**src/rtl/vga_timing_pkg.sv**
```systemverilog
// Default 640x480@60 raster timing shared by the sync generator
// and the colour stages downstream of it.
package vga_timing_pkg;

    localparam int VGA_CNT_W = 10;

    localparam int VGA_H_VIS  = 640;
    localparam int VGA_H_FP   = 16;
    localparam int VGA_H_SYNC = 96;
    localparam int VGA_H_BP   = 48;

    localparam int VGA_V_VIS  = 480;
    localparam int VGA_V_FP   = 10;
    localparam int VGA_V_SYNC = 2;
    localparam int VGA_V_BP   = 33;

    localparam int VGA_H_TOTAL =
        VGA_H_VIS + VGA_H_FP + VGA_H_SYNC + VGA_H_BP;
    localparam int VGA_V_TOTAL =
        VGA_V_VIS + VGA_V_FP + VGA_V_SYNC + VGA_V_BP;

    localparam int VGA_HS_START = VGA_H_VIS + VGA_H_FP;
    localparam int VGA_HS_END   = VGA_HS_START + VGA_H_SYNC - 1;
    localparam int VGA_VS_START = VGA_V_VIS + VGA_V_FP;
    localparam int VGA_VS_END   = VGA_VS_START + VGA_V_SYNC - 1;

    typedef logic [VGA_CNT_W-1:0] vga_cnt_t;

    function automatic int vga_total(
        input int vis,
        input int fp,
        input int sync,
        input int bp
    );
        return vis + fp + sync + bp;
    endfunction

    function automatic logic vga_in_win(
        input vga_cnt_t c,
        input int       lo,
        input int       hi
    );
        return (int'(c) >= lo) && (int'(c) <= hi);
    endfunction

endpackage

```
**src/rtl/vga_pixel_tick.sv**
```systemverilog
// Pixel-rate divider: one-clk tick every CLK_DIV system clocks.
// With CLK_DIV=1 the tick is permanently high.
module vga_pixel_tick #(
    parameter int CLK_DIV = 2
) (
    input  logic clk,
    input  logic reset_n,
    output logic tick
);

    localparam int DW = (CLK_DIV > 1) ? $clog2(CLK_DIV) : 1;
    localparam logic [DW-1:0] DIV_LAST = DW'(CLK_DIV - 1);

    logic [DW-1:0] r_div;

    assign tick = (r_div == DIV_LAST);

    always_ff @(posedge clk or negedge reset_n) begin
        if (!reset_n) begin
            r_div <= '0;
        end else if (tick) begin
            r_div <= '0;
        end else begin
            r_div <= r_div + DW'(1);
        end
    end

endmodule

```
**src/rtl/vga_sync_gen.sv**
```systemverilog
// Raster counters and registered sync/pixel outputs. Outputs load from
// the next counter values on each tick so they all move on one edge.
module vga_sync_gen
    import vga_timing_pkg::*;
#(
    parameter int CLK_DIV         = 2,
    parameter int H_VIS           = VGA_H_VIS,
    parameter int H_FP            = VGA_H_FP,
    parameter int H_SYNC          = VGA_H_SYNC,
    parameter int H_BP            = VGA_H_BP,
    parameter int V_VIS           = VGA_V_VIS,
    parameter int V_FP            = VGA_V_FP,
    parameter int V_SYNC          = VGA_V_SYNC,
    parameter int V_BP            = VGA_V_BP,
    parameter int SYNC_ACTIVE_LOW = 1
) (
    input  logic                 clk,
    input  logic                 reset_n,
    output logic                 hsync,
    output logic                 vsync,
    output logic                 pixel_on,
    output logic [VGA_CNT_W-1:0] x,
    output logic [VGA_CNT_W-1:0] y,
    output logic                 pixel_tick,
    output logic                 frame_start
);

    localparam int H_TOTAL = vga_total(H_VIS, H_FP, H_SYNC, H_BP);
    localparam int V_TOTAL = vga_total(V_VIS, V_FP, V_SYNC, V_BP);
    localparam int HS_LO   = H_VIS + H_FP;
    localparam int HS_HI   = HS_LO + H_SYNC - 1;
    localparam int VS_LO   = V_VIS + V_FP;
    localparam int VS_HI   = VS_LO + V_SYNC - 1;

    localparam vga_cnt_t H_LAST = vga_cnt_t'(H_TOTAL - 1);
    localparam vga_cnt_t V_LAST = vga_cnt_t'(V_TOTAL - 1);
    localparam logic SYNC_IDLE = (SYNC_ACTIVE_LOW != 0);

    logic     w_tick;
    logic     w_h_wrap;
    logic     w_pix_on;
    logic     w_hs_act;
    logic     w_vs_act;
    logic     w_first;
    vga_cnt_t w_h_nxt;
    vga_cnt_t w_v_nxt;
    vga_cnt_t r_h;
    vga_cnt_t r_v;

    vga_pixel_tick #(
        .CLK_DIV(CLK_DIV)
    ) u_pixel_tick (
        .clk    (clk),
        .reset_n(reset_n),
        .tick   (w_tick)
    );

    always_comb begin
        w_h_wrap = (r_h == H_LAST);
        w_h_nxt  = w_h_wrap ? '0 : r_h + vga_cnt_t'(1);
        w_v_nxt  = r_v;
        if (w_h_wrap) begin
            w_v_nxt = (r_v == V_LAST) ? '0 : r_v + vga_cnt_t'(1);
        end
        w_pix_on = (int'(w_h_nxt) < H_VIS) && (int'(w_v_nxt) < V_VIS);
        w_hs_act = vga_in_win(w_h_nxt, HS_LO, HS_HI);
        w_vs_act = vga_in_win(w_v_nxt, VS_LO, VS_HI);
        w_first  = (w_h_nxt == '0) && (w_v_nxt == '0);
    end

    // Counters park on the last position so the first tick enters (0,0).
    always_ff @(posedge clk or negedge reset_n) begin
        if (!reset_n) begin
            r_h         <= H_LAST;
            r_v         <= V_LAST;
            x           <= '0;
            y           <= '0;
            pixel_on    <= 1'b0;
            hsync       <= SYNC_IDLE;
            vsync       <= SYNC_IDLE;
            pixel_tick  <= 1'b0;
            frame_start <= 1'b0;
        end else begin
            pixel_tick  <= w_tick;
            frame_start <= w_tick && w_first;
            if (w_tick) begin
                r_h      <= w_h_nxt;
                r_v      <= w_v_nxt;
                x        <= w_h_nxt;
                y        <= w_v_nxt;
                pixel_on <= w_pix_on;
                hsync    <= SYNC_IDLE ^ w_hs_act;
                vsync    <= SYNC_IDLE ^ w_vs_act;
            end
        end
    end

endmodule

```
**config.mk**
```make
export PLATFORM = sky130hd
export DESIGN_NAME = vga_sync_gen
export DESIGN_NICKNAME = d
export VERILOG_FILES = /design/src/rtl/vga_timing_pkg.sv /design/src/rtl/vga_pixel_tick.sv /design/src/rtl/vga_sync_gen.sv
export SDC_FILE = /design/constraint.sdc
export NUM_CORES = 1
export LEC_CHECK = 0
export CAP_MARGIN = 20
export CORE_UTILIZATION = 50
export DETAILED_ROUTE_END_ITERATION = 12
export HOLD_SLACK_MARGIN = 0.05
export PLACE_DENSITY_LB_ADDON = 0.15
export SYNTH_ARGS = -nofsm -noshare
export SYNTH_HDL_FRONTEND = slang
export SYNTH_SLANG_ARGS = --single-unit
export TNS_END_PERCENT = 20
```
**constraint.sdc**
```tcl
create_clock -name clk -period 2.57 [get_ports clk]
set_input_delay 0.514 -clock clk [delete_from_list [all_inputs] [get_ports clk]]
set_output_delay 0.514 -clock clk [all_outputs]
set_load 0.01 [all_outputs]
```
==> results of run 1 <==
[per-stage QoR]
step	utilization, %	hold slack (ns)	instance area, sq um	power [mW]
after floorplan	-	0.2184	2245	0.5775
after global placement	59.55	0.4752	2575	0.5895
after detailed placement	59.55	0.4742	2575	0.5901
after CTS	61.86	0.3380	2675	1.039
after global routing	61.92	0.3882	2678	1.067
final	61.92	0.3047	2678	1.026
[synthesized netlist by cell type (all sizes together), types with 2 or more instances]
library cell  number
nand2             19
o31ai              2
or4                3
nor4               4
nor3               7
dfstp             12
inv               13
a21oi             10
and3               3
a31oi              7
o211ai             3
or3b               3
nand3             10
nor2              22
or3                5
o2bb2ai            5
and4               2
o2111ai            2
nand4              7
o21a               5
buf               18
dfrtp             24
clkbuf             9
xor2               4
o21ai             18
ha                 5
nand2b             3
xnor2             10
a2111oi            2
[how the worst max path moves through the flow]
| stage | from | endpoint | cells after the start |
|---|---|---|---|
| 6_report | r_h[0]$_DFFE_PN1P_ | pixel_on$_DFFE_PN0P_ | 7 |
| 3_5_place_dp | r_h[0]$_DFFE_PN1P_ | pixel_on$_DFFE_PN0P_ | 7 |
| 4_1_cts | r_h[1]$_DFFE_PN1P_ | pixel_on$_DFFE_PN0P_ | 7 |
| 5_1_grt | r_h[2]$_DFFE_PN1P_ | frame_start$_DFF_PN0_ | 6 |
| 2_1_floorplan | r_h[0]$_DFFE_PN1P_ | frame_start$_DFF_PN0_ | 9 |
| 3_3_place_gp | r_h[0]$_DFFE_PN1P_ | hsync$_DFFE_PN1P_ | 8 |
[area by class of cell]
| class | instances | share of cell area [%] |
|---|---|---|
| clock buffer | 8 | 3.738 |
| inverter | 13 | 1.822 |
| multi-input combinational | 175 | 41.92 |
| sequential | 36 | 34.21 |
| tap | 52 | 2.430 |
| timing repair buffer | 47 | 15.89 |
[layer usage]
layer	track usage (%)	share of wire (%)	vias up
li1	-	-	944
met1	38.37	50	944
met2	32.15	42	82
met3	5.117	7.1	8
met4	7.937	1.2	0
met5	0	0	-
[kinds of logic after synthesis]
group | synth area share [%]
AO/OA/AOI/OAI | 18.51
XOR/XNOR | 5.462
adder cells (fa/ha/maj) | 2.787
buffers and inverters | 9.309
flip-flops | 40.80
multiplexers | 0.4459
AND/OR/NAND/NOR | 22.69
[state kept, by name, summed over array words and instances (netlist names)]
signal and count:
pixel_on 1, frame_start 1, hsync 1, vsync 1, pixel_tick 1, r_h 7
r_v 3, u_pixel_tick.tick 1, y 10, x 10
[power groups by stage]
stage	Sequential, mW	Clock, mW	Combinational (mW)
after floorplan	0.578	0	0.000000486
after global placement	0.577	0	0.0121
after detailed placement	0.577	0	0.0127
after CTS	0.567	0.459	0.0123
after global routing	0.567	0.486	0.0141
final	0.567	0.448	0.0114
[repair_timing]
item	in CTS	in global routing
endpoints found under the hold margin	0	0
resized for setup	0	2
setup endpoints to repair	0	2
==> results.cfg, run 1 <==
[logic_synthesis]
netlist_area_sq_mm = 0.002245
yosys_most_used_dff = dfrtp_1
synth_edf_count = 0
synth-seq-cells = 36
synth_seq_area_share_pct = 40.80
syn_nets = 258
synth_cell_types = 52
synth_cells = 251
ys_top_cells_by_area = dfrtp_1 (27%), dfstp_2 (14%), buf_4 (4.0%)
yosysWarningCount = 0
avgSynthCellArea_sq_um = 8.943
synthArstFlopShare_pct = 100.0
yosysTopAreaCell = dfrtp_1
synth_top_cell_area_share_pct = 26.76

[power]
p_comb_share_pct = 1.1
swShare_pct = 20.82
power_frac_seq_pct = 55.3
p_sw_mw = 0.2137
ir_worst_vdd_uv = 292.7
power_density_mw_per_mm2 = 383.3
clkPwrFrac_pct = 43.6
power.internal_mw = 0.8126
power.leakage_nw = 1.081

[timing]
worst_slack_ns = 0.07484
worst_clock_skew_ns = 0.008588
max_freq_ghz = 0.4008
final-setup-viol-count = 0
rsz0062_at_grt = false
period_needed_ns = 2.495
tns_ns = 0
tightest_slew_ns = 0.8270
relSlewSlack_pct = 44.87
maxSlewViolCount = 0
fin_crit_sh_pct = 97.09
hold_viol_final = 0

[placed_design]
globalplace.congestion = 0.9749
portBuffers = 26
dp.cells = 323
dp_slack_ns = 0.1574
dp_hpwl_um = 3862

[critical_path]
cp-start-kind = flip-flop
rr_worst_depth = 7
crit_type = reg -> reg
crit_path_end_kind = flip-flop
cpPeakStageDelay_ns = 0.59
cp_max_fo = 7
critPathArrivalTime_ns = 2.66
rrSetupSlack_ns = 0.07
cpLargestDelayFamily = simple AND/OR/NAND/NOR gates
critPathRequiredTime_ns = 2.74
critPathBufInv = 1
crit_slowest_cell = dfstp_2
reg2reg_from = r_h[0]$_DFFE_PN1P_
crit_chain = ha_1 -> and4_2 -> nand3_1 -> or4_1 -> a311oi_1 -> buf_4 -> o32ai_2
timing.rr.end = pixel_on$_DFFE_PN0P_

[status]
status = completed

[die]
fp.dieW_um = 69
start_util_pct = 51.91
fp.dieArea_sq_mm = 0.004761
core_area_sq_mm = 0.004324
num_rows = 24
pin_count = 27
die_y_um = 69

[finish]
fill_cells = 377
mostFrequentLayoutCells = clkdlybuf4s50_1 (25), dfrtp_1 (24), nor2_1 (22), buf_4 (20), nand2_1 (19)
area_growth_syn_to_layout_pct = 19.29
fin_nets = 285
layout.cells.most_common = clkdlybuf4s50_1
layout-drive-gt1-share_pct = 17.56
n_antenna_cell = 0
stdcell_count = 331
regArea_sq_um = 915.9
multi_input_area_sq_mm = 0.001122

[clocking]
cts-htree-levels = 2
cts_root_buf = clkbuf_8
clock_path_buffers = 2
clk_latency_ns = 0.29
cts_setup_buffers = 0
cts_buffers = 5
hold_buffers = 0
numClockSinks = 36
clk_pin_slew_ns = 0.07
cts_tree = yes

[route]
post_drt_via_cell_ratio = 5.976
num_vias = 1978
wl_um = 5510
drc = 0
wl_per_cell_um = 16.65
ant_nets = 0
drt_pass1_iterations = 5
dr.first_iter.drc_count = 179

[global_routing]
grt.overflow.total = 0
antenna_found_initial = 0
grt_max_degree = 37
grt_pass1_wl_um = 9108
grt_usage_pct = 24.13
grt_pass1_vias = 1801

[job]
maxCapViolations = 0

[worst_hold_path]
hold_path_class = in -> async
Power figures use the tool's default switching activity.
==> inputs of run 2 (changes only) <==
- CTS_BUF_LIST: unset -> sky130_fd_sc_hd__clkbuf_4
- SKIP_LAST_GASP: unset -> 1
==> run 2 against run 1 <==
Effect of this change: the run now ends with DRC left; die area is the same; fmax grew 1.2%; utilization shrank 1.1 points; clock power shrank 32%; flip-flop and latch count is the same; combinational power is essentially flat; total power shrank 14%; first-iteration DRC count grew 27%; largest power group unchanged.
==> results.cfg, run 2 (synthesis gave the netlist of run 1 again) <==
[status]
status = complete, but fails checks
violations = DRC

[die]
pin_count = 27
fp.dieW_um = 69
die_y_um = 69
core_area_sq_mm = 0.004324
fp.dieArea_sq_mm = 0.004761
num_rows = 24
start_util_pct = 51.91

[critical_path]
reg2reg_from = r_h[1]$_DFFE_PN1P_
crit_type = reg -> reg
cp_max_fo = 7
crit_path_end_kind = flip-flop
cp-start-kind = flip-flop
critPathArrivalTime_ns = 2.69
rr_worst_depth = 7
rrSetupSlack_ns = 0.10
timing.rr.end = pixel_on$_DFFE_PN0P_
critPathRequiredTime_ns = 2.80

[job]
maxCapViolations = 0

[finish]
layout-drive-gt1-share_pct = 17.20
fin_nets = 285
layout.cells.most_common = clkdlybuf4s50_1
area_growth_syn_to_layout_pct = 17.17
largestRegisters = x: 10 flops, y: 10 flops, r_h: 7 flops
final_util_pct = 60.82
mostFrequentLayoutCells = clkdlybuf4s50_1 (25), dfrtp_1 (24), nor2_1 (22), buf_4 (20), nand2_1 (19)
n_antenna_cell = 0

[global_routing]
grt.overflow.total = 0
grt_max_degree = 37
grt_pass1_wl_um = 9052
antenna_found_initial = 0
grt_usage_pct = 24.04
grt_pass1_vias = 1795

[clocking]
cts.repair.resized = 0
numClockSinks = 36
clk_pin_slew_ns = 0.12
cts-htree-levels = 2
cts_buffers = 5
clock_path_buffers = 2
cts_tree = yes
cts_root_buf = clkbuf_4
cts_setup_buffers = 0
hold_buffers = 0
clk_latency_ns = 0.35

[timing]
max_freq_ghz = 0.4055
tightest_slew_ns = 0.8013
maxSlewViolCount = 0
worst_clock_skew_ns = 0.01366
hold_viol_final = 0
relSlewSlack_pct = 46.58
period_needed_ns = 2.466
fin_crit_sh_pct = 95.97
rsz0062_at_grt = false
tns_ns = 0
final-setup-viol-count = 0

[route]
ant_nets = 0
drt_pass1_iterations = 9
wl_um = 5411
dr.first_iter.drc_count = 227
wl_per_cell_um = 16.35
drc = 1
post_drt_via_cell_ratio = 5.994
num_vias = 1984

[power]
power.leakage_nw = 1.060
power_density_mw_per_mm2 = 335.6
ir_worst_vdd_uv = 248.4

[placed_design]
portBuffers = 26
globalplace.congestion = 0.9749
dp_hpwl_um = 3862

[worst_hold_path]
hold_path_class = in -> async
-- run 2: cell types whose count changed in the layout (fill, tap and decap cells not counted) --
cell	change
clkbuf_4	+6
clkbuf_1	-1
clkinv_1	+2
clkbuf_8	-7
-- run 2: worst max-delay path by stage --
stage                        from               endpoint  slack [ns]  cells past startpoint
2_1_floorplan  r_h[0]$_DFFE_PN1P_  frame_start$_DFF_PN0_        0.16                      9
3_3_place_gp   r_h[0]$_DFFE_PN1P_      hsync$_DFFE_PN1P_        0.11                      8
3_5_place_dp   r_h[0]$_DFFE_PN1P_   pixel_on$_DFFE_PN0P_        0.16                      7
4_1_cts        r_h[0]$_DFFE_PN1P_   pixel_on$_DFFE_PN0P_        0.11                      7
5_1_grt        r_h[2]$_DFFE_PN1P_  frame_start$_DFF_PN0_       0.008                      6
6_report       r_h[1]$_DFFE_PN1P_   pixel_on$_DFFE_PN0P_        0.10                      7
-- run 2: worst max-delay path, cell delays in order, from the launching register on --
cell,delay [ns]
dfstp_2,0.61
ha_1,0.21
and4_2,0.31
nand3_1,0.16
or4_1,0.49
a311oi_1,0.30
buf_4,0.18
o32ai_2,0.08
-- run 2: power by group --
| group | total (mW) | internal (mW) | switching [mW] |
|---|---|---|---|
| clock network | 0.304 | 0.112 | 0.192 |
| logic | 0.0112 | 0.000548 | 0.0106 |
| registers | 0.567 | 0.567 | 0 |
| total | 0.883 | 0.680 | 0.203 |
-- run 2: per-stage QoR --
step                power [mW]  setup WS [ns]  hold WS, ns  instance area [sq um]  std cells
finish                  0.8826         0.1036       0.2404                   2630        331
global route            0.9184       0.008121       0.3164                   2630        331
CTS                     0.8943         0.1124       0.2774                   2628        331
detailed placement      0.5901         0.1574       0.4742                   2575        323
global placement        0.5895         0.1101       0.4752                   2575        323
floorplan               0.5775         0.1596       0.2184                   2245        251
-- run 2: cell type report --
class | instances | area, sq um
Clock inverter | 2 | 7.507
Clock buffer | 6 | 45.04
Inverter | 13 | 48.80
Sequential cell | 36 | 915.9
Tap cell | 52 | 65.06
Fill cell | 384 | 1694
Timing Repair Buffer | 47 | 425.4
Multi-Input combinational cell | 175 | 1122
-- run 2: per-layer routing --
layer	vias to the layer above	GRT usage [%]	wire length [um]
li1	948	-	-
met1	934	38.51	2689
met2	92	31.72	2251
met3	10	3.363	372
met4	0	10.66	97
met5	-	0	0
